[src/rtl/instr_encoder_if.sv]
// Bundle-in / program-memory-write-out bus for the instruction encoder.
// The master side produces field bundles and models the memory; the slave side is the encoder.
interface instr_encoder_if;
   logic              in_valid;
   logic              in_ready;
   logic [3:0]        in_opcode;
   logic [3:0]        in_rd;
   logic [3:0]        in_rs1;
   logic [3:0]        in_rs2;
   logic signed [7:0] in_imm;
   logic [11:0]       in_jaddr;
   logic              mem_we;
   logic              mem_ready;
   logic [11:0]       mem_addr;
   logic [15:0]       mem_data;

   modport master (
      output in_valid, in_opcode, in_rd, in_rs1, in_rs2, in_imm, in_jaddr, mem_ready,
      input  in_ready, mem_we, mem_addr, mem_data
   );

   modport slave (
      input  in_valid, in_opcode, in_rd, in_rs1, in_rs2, in_imm, in_jaddr, mem_ready,
      output in_ready, mem_we, mem_addr, mem_data
   );
endinterface

[src/rtl/instr_encoder.sv]
// Packs decoded instruction fields into 16-bit words and writes them to sequential
// program-memory addresses through a single holding register.
module instr_encoder (
   input  logic           clk,
   input  logic           rst,
   instr_encoder_if.slave bus,
   input  logic           base_load,
   input  logic [11:0]    base_addr,
   output logic           err,
   output logic [1:0]     err_code,
   output logic [12:0]    word_count
);
   localparam logic [3:0]  OP_UNL    = 4'd1;
   localparam logic [3:0]  OP_JUMP   = 4'd12;
   localparam logic [3:0]  OP_RET    = 4'd14;
   localparam logic [3:0]  OP_BAD    = 4'd15;
   localparam logic [3:0]  RD_RO_MIN = 4'd10;
   localparam logic [12:0] CNT_MAX   = 13'd4096;

   logic        mem_we_q, mem_we_d;
   logic [11:0] mem_addr_q, mem_addr_d;
   logic [15:0] mem_data_q, mem_data_d;
   logic [11:0] ptr_q, ptr_d;
   logic [12:0] cnt_q, cnt_d;
   logic        rej_q, rej_d;
   logic [1:0]  err_code_q, err_code_d;

   logic        accept, retire, wrap_now, reject;
   logic [1:0]  rej_code;
   logic [15:0] enc_word;

   assign bus.in_ready = (!mem_we_q || bus.mem_ready) && !base_load;
   assign accept       = bus.in_valid && bus.in_ready;
   assign retire       = mem_we_q && bus.mem_ready;
   assign wrap_now     = retire && (mem_addr_q == 12'hFFF);

   always_comb begin : decode
      enc_word = 16'h0000;
      reject   = 1'b0;
      rej_code = 2'd0;
      if (bus.in_opcode == OP_BAD) begin
         reject   = 1'b1;
         rej_code = 2'd1;
      end else if (bus.in_opcode == OP_RET) begin
         enc_word = 16'hE000;
      end else if (bus.in_opcode >= OP_JUMP) begin
         enc_word = {bus.in_opcode, bus.in_jaddr};
      end else begin
         if (bus.in_opcode <= OP_UNL)
            enc_word = {bus.in_opcode, bus.in_rd, bus.in_imm};
         else
            enc_word = {bus.in_opcode, bus.in_rd, bus.in_rs1, bus.in_rs2};
         // UNL reads rd as a condition, so only LI/ALU targets are write-protected
         if (bus.in_opcode != OP_UNL && bus.in_rd >= RD_RO_MIN) begin
            reject   = 1'b1;
            rej_code = 2'd2;
         end
      end
   end

   always_comb begin : next_state
      mem_we_d   = mem_we_q;
      mem_addr_d = mem_addr_q;
      mem_data_d = mem_data_q;
      ptr_d      = ptr_q;
      cnt_d      = cnt_q;
      rej_d      = accept && reject;
      err_code_d = err_code_q;
      if (retire) begin
         mem_we_d = 1'b0;
         if (cnt_q != CNT_MAX) cnt_d = cnt_q + 13'd1;
      end
      if (base_load) begin
         ptr_d = base_addr;
         cnt_d = 13'd0;
      end
      if (wrap_now) err_code_d = 2'd3;
      // ptr_q is the address of the next accepted word, so it advances at accept time
      if (accept) begin
         if (reject) begin
            err_code_d = rej_code;
         end else begin
            mem_we_d   = 1'b1;
            mem_addr_d = ptr_q;
            mem_data_d = enc_word;
            ptr_d      = ptr_q + 12'd1;
         end
      end
   end

   always_ff @(posedge clk or posedge rst) begin
      if (rst) begin
         mem_we_q   <= 1'b0;
         mem_addr_q <= 12'd0;
         mem_data_q <= 16'd0;
         ptr_q      <= 12'd0;
         cnt_q      <= 13'd0;
         rej_q      <= 1'b0;
         err_code_q <= 2'd0;
      end else begin
         mem_we_q   <= mem_we_d;
         mem_addr_q <= mem_addr_d;
         mem_data_q <= mem_data_d;
         ptr_q      <= ptr_d;
         cnt_q      <= cnt_d;
         rej_q      <= rej_d;
         err_code_q <= err_code_d;
      end
   end

   // wrap is flagged while the wrapping write is on the bus, before its code is registered
   assign err          = rej_q || wrap_now;
   assign err_code     = wrap_now ? 2'd3 : err_code_q;
   assign bus.mem_we   = mem_we_q;
   assign bus.mem_addr = mem_addr_q;
   assign bus.mem_data = mem_data_q;
   assign word_count   = cnt_q;
endmodule

[src/flat_wrapper.sv]
// flat-port wrapper written by rule: the top's interface ports become plain ports
module instr_encoder_flat 
  (clk, rst, base_load, base_addr, err, err_code, word_count, bus_in_valid, bus_in_opcode, bus_in_rd, bus_in_rs1, bus_in_rs2, bus_in_imm, bus_in_jaddr, bus_mem_ready, bus_in_ready, bus_mem_we, bus_mem_addr, bus_mem_data);
  instr_encoder_if bus_i ();
  input  logic clk;
  input  logic rst;
  input  logic base_load;
  input  logic [11:0] base_addr;
  output logic err;
  output logic [1:0] err_code;
  output logic [12:0] word_count;
  input wire logic [$bits(bus_i.in_valid)-1:0] bus_in_valid;
  input wire logic [$bits(bus_i.in_opcode)-1:0] bus_in_opcode;
  input wire logic [$bits(bus_i.in_rd)-1:0] bus_in_rd;
  input wire logic [$bits(bus_i.in_rs1)-1:0] bus_in_rs1;
  input wire logic [$bits(bus_i.in_rs2)-1:0] bus_in_rs2;
  input wire logic [$bits(bus_i.in_imm)-1:0] bus_in_imm;
  input wire logic [$bits(bus_i.in_jaddr)-1:0] bus_in_jaddr;
  input wire logic [$bits(bus_i.mem_ready)-1:0] bus_mem_ready;
  output wire logic [$bits(bus_i.in_ready)-1:0] bus_in_ready;
  output wire logic [$bits(bus_i.mem_we)-1:0] bus_mem_we;
  output wire logic [$bits(bus_i.mem_addr)-1:0] bus_mem_addr;
  output wire logic [$bits(bus_i.mem_data)-1:0] bus_mem_data;
  assign bus_i.in_valid = bus_in_valid;
  assign bus_i.in_opcode = bus_in_opcode;
  assign bus_i.in_rd = bus_in_rd;
  assign bus_i.in_rs1 = bus_in_rs1;
  assign bus_i.in_rs2 = bus_in_rs2;
  assign bus_i.in_imm = bus_in_imm;
  assign bus_i.in_jaddr = bus_in_jaddr;
  assign bus_i.mem_ready = bus_mem_ready;
  assign bus_in_ready = bus_i.in_ready;
  assign bus_mem_we = bus_i.mem_we;
  assign bus_mem_addr = bus_i.mem_addr;
  assign bus_mem_data = bus_i.mem_data;
  instr_encoder u_core (.clk(clk), .rst(rst), .bus(bus_i), .base_load(base_load), .base_addr(base_addr), .err(err), .err_code(err_code), .word_count(word_count));
endmodule
[config.mk]
export PLATFORM = sky130hd
export DESIGN_NAME = instr_encoder_flat
export DESIGN_NICKNAME = d
export VERILOG_FILES = /design/src/rtl/instr_encoder_if.sv /design/src/rtl/instr_encoder.sv /design/src/flat_wrapper.sv
export SDC_FILE = /design/constraint.sdc
export NUM_CORES = 1
export LEC_CHECK = 0
export CORE_MARGIN = 2
export CORE_UTILIZATION = 40
export DETAILED_ROUTE_END_ITERATION = 10
export GPL_TIMING_DRIVEN = 0
export PLACE_DENSITY = 0.71
export SLEW_MARGIN = 20
export SYNTH_ARGS = -nofsm -noshare
export SYNTH_HDL_FRONTEND = slang
export SYNTH_SLANG_ARGS = --single-unit
[constraint.sdc]
create_clock -name clk -period 2.3 [get_ports clk]
set_input_delay 0.575 -clock clk [delete_from_list [all_inputs] [get_ports clk]]
set_output_delay 0.575 -clock clk [all_outputs]
set_load 0.01 [all_outputs]
Word-level counts from Yosys, hierarchy flattened
Index checks and enable logic that the tools add are counted.

$add $sub $neg: 2. Bitwise operators: 1. Order comparisons: 3. Muxes and demuxes: 24. Equality and inequality tests: 5. Reduce and logical (&&, ||, !) cells: 14.

Operator list (count): two-way mux 12 bit (4); two-way mux 13 bit (3); two-way mux 16 bit (2); two-way mux 2 bit (7); adder 13 x 1 -> 13 bit, second input constant (1); inequality test 13 bit, second input constant (1); adder 12 x 1 -> 12 bit, second input constant (1); == test 12 bit, second input constant (1); == test 4 bit, second input constant (2); >= comparator 4 bit, second input constant (2); two-way mux 8 bit (1); two-way mux 1 bit (7); logical AND 1 bit (6); <= comparator 4 x 1 -> 1 bit, second input constant (1); inequality test 4 x 1 -> 1 bit, second input constant (1); AND reduction 2 bit (2); nonzero test 2 bit (2); zero test 1 bit (2); logical OR 1 bit (2); NOT 1 bit (1).

Logic and storage cells: 56. Register bits: 57. Output and inout bits: 46.

Logic depth before layout (Yosys ltp)
Depth after elaboration: 8. Gate-level depth with buffers: 8. Depth with buffers taken out: 7.

Least setup slack after synthesis
OpenSTA, ideal clock, no wires.

Kind: input port to flip-flop. Start: in bus_in_opcode[2]. End: reg u_core.mem_addr_q[0], in the netlist u_core.bus.mem_addr[0]. Arrival time: 1.838 ns. Data required time: 2.182 ns. Slack: 0.344 ns. Setup time: 0.118 ns. Buffers on the path: 3. Stages: 8. Cell sequence: buf_2 nor2_4 a311oi_4 or3b_4 buf_6 buf_6 nand2_1 nand2_1.

Longest elaborated chain between the ends: 8. Elaborated cells between the ends (all ways): 11. Classes of those cells: 1 x order compare; 3 x eq/ne; 4 x mux; 1 x bitwise; 2 x reduce/logical.

Ends and longest elaborated chain: start: declaration (RTL line flat_wrapper.sv:13) `input wire logic [$bits(bus_i.in_opcode)-1:0] bus_in_opcode;`; inequality test 4 x 1 -> 1 bit (RTL line instr_encoder.sv:54) `if (bus.in_opcode != OP_UNL && bus.in_rd >= RD_RO_MIN) begin`; logical AND 1 bit (RTL line instr_encoder.sv:54); two-way mux 1 bit (RTL line instr_encoder.sv:54); two-way mux 1 bit (RTL line instr_encoder.sv:46) `end else if (bus.in_opcode >= OP_JUMP) begin`; two-way mux 1 bit (RTL line instr_encoder.sv:44) `end else if (bus.in_opcode == OP_RET) begin`; two-way mux 1 bit * (RTL line instr_encoder.sv:41) `if (bus.in_opcode == OP_BAD) begin`; NOT 1 bit (no source line) *; AND reduction 2 bit (no source line) *; end signal: assignment (RTL line instr_encoder.sv:102) `mem_addr_q <= mem_addr_d;`; end: declaration (RTL line instr_encoder.sv:21) `logic [11:0] mem_addr_q, mem_addr_d;`.

Mark *: on every way between the ends. The rest lies on a longest branch, timed or not. A chain may end at the register's enable or synchronous reset.

Worst setup path in the final report
Start: reg u_core.mem_addr_q[6], in the netlist u_core.bus.mem_addr[6]. End: out err.

Longest elaborated chain between the ends: 3.

Ends and longest elaborated chain: == test 12 bit (RTL line instr_encoder.sv:35) `assign wrap_now = retire && (mem_addr_q == 12'hFFF);`; logical AND 1 bit (RTL line instr_encoder.sv:35); logical OR 1 bit (RTL line instr_encoder.sv:112) `assign err = rej_q || wrap_now;`; end: declaration (RTL line flat_wrapper.sv:9) `output logic err;`.

Every way passes these cells.

==> flow_summary.ini <==
[setup_path]
end_kind = output pin
crit_path_top_delay_cell = dfrtp_1
cp_max_fo = 3
critPathArrivalTime_ps = 1640
critPathKind = register to output pin
start_kind = register
crit_required_ps = 1730
crit_buf_inv = 1
cp_cell_sequence = nand4_1, nor4_4, or2_4, clkdlybuf4s15_1
cp_top_family = simple AND/OR/NAND/NOR gates
max_stage_delay_ps = 390

[timing]
whs_ps = 478.0
period_needed_ps = 2213
fin_worst_skew_ps = 5.353
setup_viol = 0
slew_violations = 0
final.setup.worst_slack_ps = 87.13
timing.setup.tns_ps = 0
worst_pin_slew_ps = 701.0
max_freq_mhz = 451.9
hold_violations = 0
maxSlewHeadroom = 0.5326
period_share = 0.9621
rsz0062_at_grt = false

[logic_synthesis]
synthTopCellsByCount = 64 x nand2_1, 57 x dfrtp_1, 32 x nor2_1
synthTopCellsByArea = dfrtp_1 48%, nand2_1 8.1%, nor2_1 4.0%
syn_avg_cell_area_um2 = 9.229
yosysTopAreaCell = dfrtp_1
seq_area_frac_synth = 0.4800
postSynthCellCount = 322
synth-edff-count = 0
synth_flop_cell = dfrtp_1
syn-num-nets = 378
yosysMostFrequentCell = nand2_1
netlist_area_um2 = 2972
yosysWarningCount = 0
yosys_register_bits = 57
synthArstFlopShare = 1.000
yosysTopAreaCellShare = 0.4800
ys_types = 45

[final_layout]
area_growth_syn_to_layout_pct = 46.44
final_core_util = 0.6032
fill_cells = 645
final_nets = 491
num_antenna_cells = 0
drive_above_1_share = 0.1409

[clock_network]
clk_pin_slew_ps = 60
htreeDepth = 3
clkSinkCount = 57
cts_tree = built
clockRootBuffer = clkbuf_8
clock_path_buffers = 2
cts_hold_buf = 0
clock_latency_ps = 330
cts_buffers = 9

[place]
place_hpwl_mm = 5.731
place.gp.congestion = 0.7856
pre_cts_ws_ps = -629.0
io_buffers = 96

[global_routing]
track_usage = 0.1946
grt_pass1_vias = 2674
antenna_found_initial = 0
grt_pass1_wl_mm = 12.72
overflow = 0
grt_max_degree = 58

[die]
core_area_um2 = 7214
die_h_um = 90.19
fp-row-count = 31
io-pin-count = 99
start_util = 0.4119
die_area_um2 = 8134
die_w_um = 90.19

[status]
outcome = complete, no violations

[drt]
totalWireLength_mm = 7.644
wire_per_inst_um = 14.18
vias = 2769
drt_first_pass_iters = 4
ant_nets = 0
drc_errors = 0
drt_iter0_drc = 94
viasPerCell = 5.137

[worst_hold_path]
hp-class = register to register

[pwr]
vdd_ir_drop_max_v = 0.0003016
power_uw = 2996
pwr_density_cell_nw_per_um2 = 688.4
p_leak_uw = 0.001897

[run]
cap_violations = 0
[layout by cell type, fill, tap and decap left out, drive strengths merged, types with 2 or more instances in the layout]
cell           instances
a21oi                 13
nor4                   2
nand3                  7
nand4                  6
nor2                  35
a31oi                  2
a211oi                 5
ha                     3
xor2                   8
mux2i                  5
nor2b                  4
nor4b                  2
o21ai                 22
a311oi                 5
clkdlybuf4s50         90
and4                   3
buf                   18
and3                   5
dfrtp                 57
nor3b                  3
and2                   2
nand2b                 3
or3                    2
nor3                  11
mux2                   9
xnor2                  4
or2                    4
clkbuf                19
nand2                 64
a221oi                 5
inv                   10
[layer usage]
metal / share of wire / routed length, um / vias to the layer above / global-route usage
li1: - / - / 1355 / -
met1: 0.42 / 3237 / 1306 / 0.2367
met2: 0.47 / 3590 / 98 / 0.3133
met3: 0.093 / 712 / 10 / 0.08718
met5: 0 / 0 / - / 0
met4: 0.014 / 104 / 0 / 0.05513
[power by group]
part	internal, uW	switching, uW
Combinational	423	338
Clock	588	379
Sequential	1150	116
[area by class of cell]
type | instances | area, um2 | area share
buffer | 14 | 81.33 | 0.01869
clock buffer | 14 | 172.7 | 0.03968
clock inverter | 2 | 35.03 | 0.008051
inverter | 10 | 40.04 | 0.009201
multi-input combinational | 241 | 1479 | 0.3399
sequential | 57 | 1428 | 0.3281
tap | 99 | 123.9 | 0.02846
timing repair buffer | 102 | 992.2 | 0.2280
[through the flow]
step | cells | area (um2)
2_1_floorplan | 322 | 2972
3_3_place_gp | 517 | 4056
3_5_place_dp | 517 | 4059
4_1_cts | 534 | 4312
5_1_grt | 539 | 4352
6_report | 539 | 4352
[tightest hold or removal path: stages (launching register included)]
cell and delay [ps]:
dfrtp_1 340, nand2_1 40, o21ai_0 60
[flip-flops by register name (all words and copies together) (netlist names)]
signal / cells
u_core.bus.mem_data: 16
u_core.word_count: 13
u_core.bus.mem_addr: 12
u_core.ptr_q: 12
u_core.err_code_q: 2
u_core.bus.mem_we: 1
u_core.rej_q: 1
[logic make-up (layout without fill, tap and decap cells)]
family,after synthesis,in the layout,share of synthesized area
AOI/OAI and AO/OA,56,56,0.1301
xor gates and xnor gates,12,12,0.03537
adders and majority gates,3,3,0.01263
buffers and inverters,24,142,0.03747
DFF,57,57,0.4800
muxes,14,14,0.05095
and+or+nand+nor,156,156,0.2535
[path summary, 6_finish.rpt]
check                                        from                      to  slack [ps]  cells past startpoint
max reg2reg                     u_core.bus.mem_we  u_core.bus.mem_addr[3]         430                      7
min in group asynchronous                     rst  u_core.bus.mem_data[3]         710                      2
max                        u_core.bus.mem_addr[6]                     err          90                      4
min reg2reg                u_core.bus.mem_data[6]  u_core.bus.mem_data[6]         480                      2
min                        u_core.bus.mem_data[6]  u_core.bus.mem_data[6]         480                      2
max in group asynchronous                     rst       u_core.bus.mem_we        1090                      2
[what timing repair did]
| item | 4_1_cts | 5_1_grt |
|---|---|---|
| hold endpoints to repair | 0 | 0 |
| resized for setup | 16 | 11 |
| pin swaps | 4 | 7 |
| setup endpoints to repair | 16 | 31 |
| buffers inserted | 1 | 5 |
Note: power is estimated with default switching activity, not from simulation.
